[src/rtl/picorv_freeahb_pkg.sv]
// -----------------------------------------------------------------------------
// picorv_freeahb_pkg
// Shared types and constants for the PicoRV32 -> FreeAHB request adapter:
//   state_t        adapter FSM state encoding
//   HSIZE_*        AHB transfer size codes driven on freeahb_size
//   PROT_*         fields of the AHB HPROT value driven on freeahb_prot
//   prot_for()     builds HPROT from the latched instruction-fetch flag
// -----------------------------------------------------------------------------
package picorv_freeahb_pkg;

   typedef enum logic [1:0] {
      ST_IDLE   = 2'd0,
      ST_REQ    = 2'd1,
      ST_RDWAIT = 2'd2,
      ST_DONE   = 2'd3
   } state_t;

   localparam logic [2:0] HSIZE_BYTE = 3'b000;
   localparam logic [2:0] HSIZE_HALF = 3'b001;
   localparam logic [2:0] HSIZE_WORD = 3'b010;

   // HPROT[3:2]: not cacheable, not bufferable. HPROT[1]: privileged.
   // HPROT[0]: 0 = opcode fetch, 1 = data access.
   localparam logic [1:0] PROT_NONCACHE_NONBUF = 2'b00;
   localparam logic       PROT_PRIVILEGED      = 1'b1;
   localparam logic       PROT_OPCODE          = 1'b0;
   localparam logic       PROT_DATA            = 1'b1;

   // Every transfer is a single, non-continued beat.
   localparam logic [31:0] MIN_LEN_SINGLE = 32'd1;

   function automatic logic [3:0] prot_for(input logic instr);
      return {PROT_NONCACHE_NONBUF, PROT_PRIVILEGED, instr ? PROT_OPCODE : PROT_DATA};
   endfunction

endpackage

[src/rtl/picorv_wstrb_decode.sv]
// -----------------------------------------------------------------------------
// picorv_wstrb_decode
// Combinational decode of the PicoRV32 byte strobes into the AHB transfer
// size, the low two address bits and the transfer direction.
//
// Build option: PICORV_FREEAHB_SUBWORD_EN
//   defined   - half-word and single-byte strobes become HALF/BYTE transfers
//               addressed at the active lane(s)
//   undefined - every transfer is a word at a word-aligned address
//
// Ports:
//   i_wstrb    in  4  byte enables from the core (0 = read)
//   o_size     out 3  HSIZE for the transfer
//   o_addr_lo  out 2  address bits [1:0] for the transfer
//   o_write    out 1  1 = write, 0 = read
// -----------------------------------------------------------------------------
module picorv_wstrb_decode
   import picorv_freeahb_pkg::*;
(
   input  logic [3:0] i_wstrb,
   output logic [2:0] o_size,
   output logic [1:0] o_addr_lo,
   output logic       o_write
);

   always_comb begin
      // NOTE: every output gets a default before any branch so no path
      // leaves it unassigned, which would infer a latch.
      o_write   = |i_wstrb;
      o_size    = HSIZE_WORD;
      o_addr_lo = 2'b00;
`ifdef PICORV_FREEAHB_SUBWORD_EN
      case (i_wstrb)
         4'b0011: begin o_size = HSIZE_HALF; o_addr_lo = 2'b00; end
         4'b1100: begin o_size = HSIZE_HALF; o_addr_lo = 2'b10; end
         4'b0001: begin o_size = HSIZE_BYTE; o_addr_lo = 2'b00; end
         4'b0010: begin o_size = HSIZE_BYTE; o_addr_lo = 2'b01; end
         4'b0100: begin o_size = HSIZE_BYTE; o_addr_lo = 2'b10; end
         4'b1000: begin o_size = HSIZE_BYTE; o_addr_lo = 2'b11; end
         // Full word, reads and irregular patterns stay word transfers.
         default: begin o_size = HSIZE_WORD; o_addr_lo = 2'b00; end
      endcase
`endif
   end

endmodule

[src/rtl/picorv32_freeahb_adapter.sv]
// -----------------------------------------------------------------------------
// picorv32_freeahb_adapter
// Turns each PicoRV32 native-interface request into one single-beat FreeAHB
// user-side request and returns the write acknowledge / read data to the core
// as a one-cycle mem_ready pulse. Writes are posted: they complete as soon as
// FreeAHB accepts the request.
//
// Build option: PICORV_FREEAHB_SUBWORD_EN (see picorv_wstrb_decode).
//
// Ports:
//   clk, resetn                 clock (rising edge), async active-low reset
//   mem_valid/instr/addr/
//   mem_wdata/wstrb             core request
//   mem_ready, mem_rdata        core completion pulse and read data
//   freeahb_valid/write/read    FreeAHB request strobe and direction
//   freeahb_addr/wdata/size     transfer address, data and HSIZE
//   freeahb_min_len/cont/lock   fixed: single beat, no continuation, unlocked
//   freeahb_prot                HPROT, opcode/data from the latched instr flag
//   freeahb_next                FreeAHB accepted the request
//   freeahb_ready, _rdata       FreeAHB read data valid / read data
// -----------------------------------------------------------------------------
module picorv32_freeahb_adapter
   import picorv_freeahb_pkg::*;
(
   input  logic        clk,
   input  logic        resetn,
   input  logic        mem_valid,
   input  logic        mem_instr,
   input  logic [31:0] mem_addr,
   input  logic [31:0] mem_wdata,
   input  logic [3:0]  mem_wstrb,
   output logic        mem_ready,
   output logic [31:0] mem_rdata,
   output logic        freeahb_valid,
   output logic        freeahb_write,
   output logic        freeahb_read,
   output logic [31:0] freeahb_addr,
   output logic [31:0] freeahb_wdata,
   output logic [2:0]  freeahb_size,
   output logic [31:0] freeahb_min_len,
   output logic        freeahb_cont,
   output logic        freeahb_lock,
   output logic [3:0]  freeahb_prot,
   input  logic        freeahb_next,
   input  logic        freeahb_ready,
   input  logic [31:0] freeahb_rdata
);

   state_t      r_state;
   state_t      w_state_next;

   logic [31:0] r_addr;
   logic [31:0] r_wdata;
   logic [2:0]  r_size;
   logic        r_write;
   logic        r_instr;
   logic [31:0] r_rdata;

   logic [2:0]  w_size;
   logic [1:0]  w_addr_lo;
   logic        w_write;
   logic        w_accept;
   logic        w_unused;

   // The core's low address bits are replaced by the strobe decode.
   assign w_unused = ^mem_addr[1:0];

   picorv_wstrb_decode u_wstrb_decode (
      .i_wstrb   (mem_wstrb),
      .o_size    (w_size),
      .o_addr_lo (w_addr_lo),
      .o_write   (w_write)
   );

   // Only IDLE accepts a request, so a mem_valid still high during DONE
   // can never launch a duplicate transfer.
   assign w_accept = (r_state == ST_IDLE) && mem_valid;

   // ---------------------------------------------------------------- FSM
   always_ff @(posedge clk or negedge resetn) begin
      // NOTE: clocked state uses non-blocking assignments so every flop
      // samples the pre-edge values regardless of statement order.
      if (!resetn) r_state <= ST_IDLE;
      else         r_state <= w_state_next;
   end

   always_comb begin
      w_state_next  = r_state;
      freeahb_valid = 1'b0;
      freeahb_write = 1'b0;
      freeahb_read  = 1'b0;
      mem_ready     = 1'b0;
      case (r_state)
         ST_IDLE: begin
            if (mem_valid) w_state_next = ST_REQ;
         end
         ST_REQ: begin
            freeahb_valid = 1'b1;
            freeahb_write = r_write;
            freeahb_read  = ~r_write;
            if (freeahb_next) w_state_next = r_write ? ST_DONE : ST_RDWAIT;
         end
         ST_RDWAIT: begin
            if (freeahb_ready) w_state_next = ST_DONE;
         end
         ST_DONE: begin
            mem_ready    = 1'b1;
            w_state_next = ST_IDLE;
         end
         default: w_state_next = ST_IDLE;
      endcase
   end

   // ----------------------------------------------------------- datapath
   // Request fields are captured once on acceptance and only change on the
   // next acceptance, so they stay stable across the whole REQ phase.
   always_ff @(posedge clk or negedge resetn) begin
      if (!resetn) begin
         r_addr  <= '0;
         r_wdata <= '0;
         r_size  <= HSIZE_WORD;
         r_write <= 1'b0;
         r_instr <= 1'b0;
         r_rdata <= '0;
      end else begin
         if (w_accept) begin
            r_addr  <= {mem_addr[31:2], w_addr_lo};
            r_wdata <= mem_wdata;
            r_size  <= w_size;
            r_write <= w_write;
            r_instr <= mem_instr;
         end
         if ((r_state == ST_RDWAIT) && freeahb_ready) r_rdata <= freeahb_rdata;
      end
   end

   assign mem_rdata       = r_rdata;
   assign freeahb_addr    = r_addr;
   assign freeahb_wdata   = r_wdata;
   assign freeahb_size    = r_size;
   assign freeahb_min_len = MIN_LEN_SINGLE;
   assign freeahb_cont    = 1'b0;
   assign freeahb_lock    = 1'b0;
   assign freeahb_prot    = prot_for(r_instr);

endmodule

[config.mk]
export PLATFORM = sky130hd
export DESIGN_NAME = picorv32_freeahb_adapter
export DESIGN_NICKNAME = d
export VERILOG_FILES = /design/src/rtl/picorv_freeahb_pkg.sv /design/src/rtl/picorv_wstrb_decode.sv /design/src/rtl/picorv32_freeahb_adapter.sv
export SDC_FILE = /design/constraint.sdc
export NUM_CORES = 1
export LEC_CHECK = 0
export ABC_AREA = 1
export BUFFER_PORTS_ARGS = -buffer_cell sky130_fd_sc_hd__buf_2
export CAP_MARGIN = 10
export CELL_PAD_IN_SITES_DETAIL_PLACEMENT = 2
export CELL_PAD_IN_SITES_GLOBAL_PLACEMENT = 2
export CORE_MARGIN = 3
export CORE_UTILIZATION = 21
export DETAILED_ROUTE_END_ITERATION = 10
export PLACE_DENSITY = 0.74
export SYNTH_ARGS = -nofsm -noshare
export SYNTH_HDL_FRONTEND = slang
export SYNTH_SLANG_ARGS = --single-unit
[constraint.sdc]
create_clock -name clk -period 1.45 [get_ports clk]
set_input_delay 0.0725 -clock clk [delete_from_list [all_inputs] [get_ports clk]]
set_output_delay 0.0725 -clock clk [all_outputs]
set_load 0.02 [all_outputs]
==> flow_summary.json <==
{
  "wl_um": 16900,
  "yosysSeqAreaShare_pct": 58.1,
  "ys_seq_elements": 98,
  "clockRootBuffer": "clkbuf_16",
  "synth_area_mm2": 0.00422,
  "utilization_pct": 34.6,
  "ys_warn_count": 0,
  "place_inst": 945,
  "wl_per_cell_um": 15.9,
  "start_util_pct": 21.5,
  "grt_usage_pct": 15.4,
  "cts_inserted_buffers": 9,
  "finalClockSkew_ns": 0.0100,
  "dp.final_hpwl_um": 10200,
  "ios": 247,
  "fp.dieArea_mm2": 0.0218,
  "yosys.area.top_type_share_pct": 58.1,
  "min_period_over_period_pct": 95.9,
  "p_total_uw": 13600,
  "grt_pass1_vias": 4892,
  "end_kind": "primary output",
  "critical_path_required_ns": 1.38,
  "period_needed_ns": 1.39,
  "cts_sinks": 98,
  "htree_levels": 3,
  "drc": 0,
  "slowest_delay_ns": 0.39,
  "dr.pass1.iters": 4,
  "cts_tree": "done",
  "core_area_mm2": 0.0196,
  "ir_drop_mv": 0.774,
  "clk_pin_slew_worst_paths_ns": 0.07,
  "worstSetupStartpointType": "flip-flop",
  "power_density_mw_per_mm2": 2000,
  "die_w_um": 148,
  "drive_above_1_share_pct": 30.2,
  "grt_first_pass_wirelength_um": 26600,
  "diodes": 0,
  "crit_path_frequent_cell": "buf_6",
  "postSynthAreaPerCell_um2": 8.61,
  "yosysTopAreaCell": "dfrtp_1",
  "leakage_uw": 0.00382,
  "layout.nets": 903,
  "setup_ws_ns": 0.0590,
  "die_y_um": 148,
  "fmax_mhz": 719,
  "fp-row-count": 51,
  "drv_slew": 0,
  "crit_type": "flip-flop to primary output",
  "gp_congestion": 0.700,
  "status": "complete, no violations",
  "synth.area.top_cells": "dfrtp_1 58%, nand2_1 23%, buf_4 8.4%",
  "cts_max_path_buffers": 2,
  "crit_chain": "inv_2, buf_6, ha_2, nand2_1, inv_1, buf_6",
  "dr_total_vias": 4241,
  "fin_setup_tns_ns": 0,
  "dr.first_iter.drc_count": 89,
  "syn_to_final_growth_pct": 60.6,
  "vias_per_cell": 4.00,
  "dp_slack_ns": -0.0316,
  "grt_remaining_overflow": 0,
  "syn_inst": 490,
  "maxCapViolCount": 0,
  "crit_arrival_ns": 1.32,
  "slowest_stage": "dfrtp_1",
  "instances_no_fill": 1060,
  "clk_latency_ns": 0.35,
  "ant_nets": 0,
  "worstPathMaxFanout": 3,
  "rsz0062_at_grt": "true",
  "hold_class": "input pin to flip-flop",
  "antenna_found_initial": 0,
  "setup_violations": 0,
  "io_buffers": 202,
  "finalHoldViolations": 0,
  "ys_types": 17,
  "grt_max_degree": 58
}
state kept, by name, summed over array words and instances (netlist names):
| signal | cells |
|---|---|
| freeahb_addr | 30 |
| r_state | 2 |
| r_write | 1 |
| freeahb_wdata | 32 |
| r_instr | 1 |
| mem_rdata | 32 |
report_power, final:
| part | total (µW) | switching, µW | internal, µW | leakage [µW] |
|---|---|---|---|---|
| combinational | 6530 | 4310 | 2210 | 0.00247 |
| clock | 2350 | 1100 | 1260 | 0.000131 |
| sequential | 4700 | 694 | 4000 | 0.00122 |
| total | 13600 | 6100 | 7480 | 0.00382 |
final cells by class:
type	count	area (µm²)
fill	2305	12800
sequential	98	2450
timing repair buffer	316	2210
multi-input combinational	355	1460
tap	265	332
clock buffer	12	256
inverter	11	46.3
clock inverter	3	23.8
per-layer routing:
layer | global-route usage [%] | up-vias | wire length [µm]
li1 | - | 2005 | -
met1 | 16.7 | 2061 | 6320
met2 | 28.9 | 150 | 9120
met3 | 4.05 | 25 | 1110
met4 | 5.08 | 0 | 318
met5 | 0 | - | 0
synth_stat cells:
master,n
buf_2,7
inv_1,10
a21oi_1,1
buf_1,3
nand3_1,35
conb_1,2
nand2_1,264
inv_2,1
dfrtp_1,98
clkbuf_1,8
nor2_1,4
buf_4,47
o21ai_0,1
nor3_1,1
buf_6,1
nand2_2,1
ha_1,6
final timing paths:
check,start,end,slack [ns],cells after the start
worst min-delay path,freeahb_ready,mem_rdata[20],0.02,3
worst max-delay path,r_state[1],freeahb_write,0.06,6
min in group asynchronous,resetn,mem_rdata[8],0.27,3
worst max register to register,r_state[1],mem_rdata[13],0.11,6
max in group asynchronous,resetn,freeahb_addr[22],0.86,3
worst min register to register,mem_rdata[24],mem_rdata[24],0.47,2
through the flow:
step,area [µm²],hold slack [ns]
6_report,6780,0.0217
5_1_grt,6780,0.0258
4_1_cts,6770,0.000950
3_5_place_dp,5440,0.0851
3_3_place_gp,5440,0.0837
2_1_floorplan,4370,-0.223
cells in the final DEF (no fill, tap or decap):
| master | netlist | layout |
|---|---|---|
| a21oi_1 | 1 | 1 |
| buf_12 | 0 | 5 |
| buf_16 | 0 | 1 |
| buf_2 | 7 | 199 |
| buf_4 | 47 | 11 |
| buf_6 | 1 | 2 |
| clkbuf_1 | 8 | 1 |
| clkbuf_16 | 0 | 9 |
| clkbuf_8 | 0 | 2 |
| clkinvlp_4 | 0 | 2 |
| conb_1 | 2 | 42 |
| dfrtp_1 | 98 | 98 |
| dlygate4sd3_1 | 0 | 98 |
| ha_1 | 6 | 3 |
| ha_2 | 0 | 2 |
| ha_4 | 0 | 1 |
| inv_1 | 10 | 7 |
| inv_2 | 1 | 3 |
| inv_6 | 0 | 2 |
| nand2_1 | 264 | 264 |
| nand2_4 | 0 | 1 |
| nand3_1 | 35 | 35 |
| nor2_1 | 4 | 4 |
| nor3_1 | 1 | 1 |
| o21ai_0 | 1 | 1 |
what timing repair did:
action	in CTS	in global routing
pin swaps	0	0
cloned	1	0
resized for setup	6	10
setup buffers	1	0
endpoints found under the hold margin	194	0
hold buffers	98	0
setup endpoints to repair	45	30
cell families after synthesis:
| kind of cell | after synthesis | share of synthesized area, % |
|---|---|---|
| buffers and inverters | 77 | 11.4 |
| other | 2 | 0.178 |
| adders and majority gates | 6 | 1.78 |
| and+or+nand+nor | 305 | 28.3 |
| DFF | 98 | 58.1 |
| AOI/OAI and AO/OA | 2 | 0.237 |
worst max-delay path, delay by kind of cell, from the launching register on:
kind                       cells  cell delay (ns)
adders and majority gates      1             0.18
buffers and inverters          4             0.37
DFF                            1             0.39
and+or+nand+nor                1             0.05
Power figures use the tool's default switching activity.
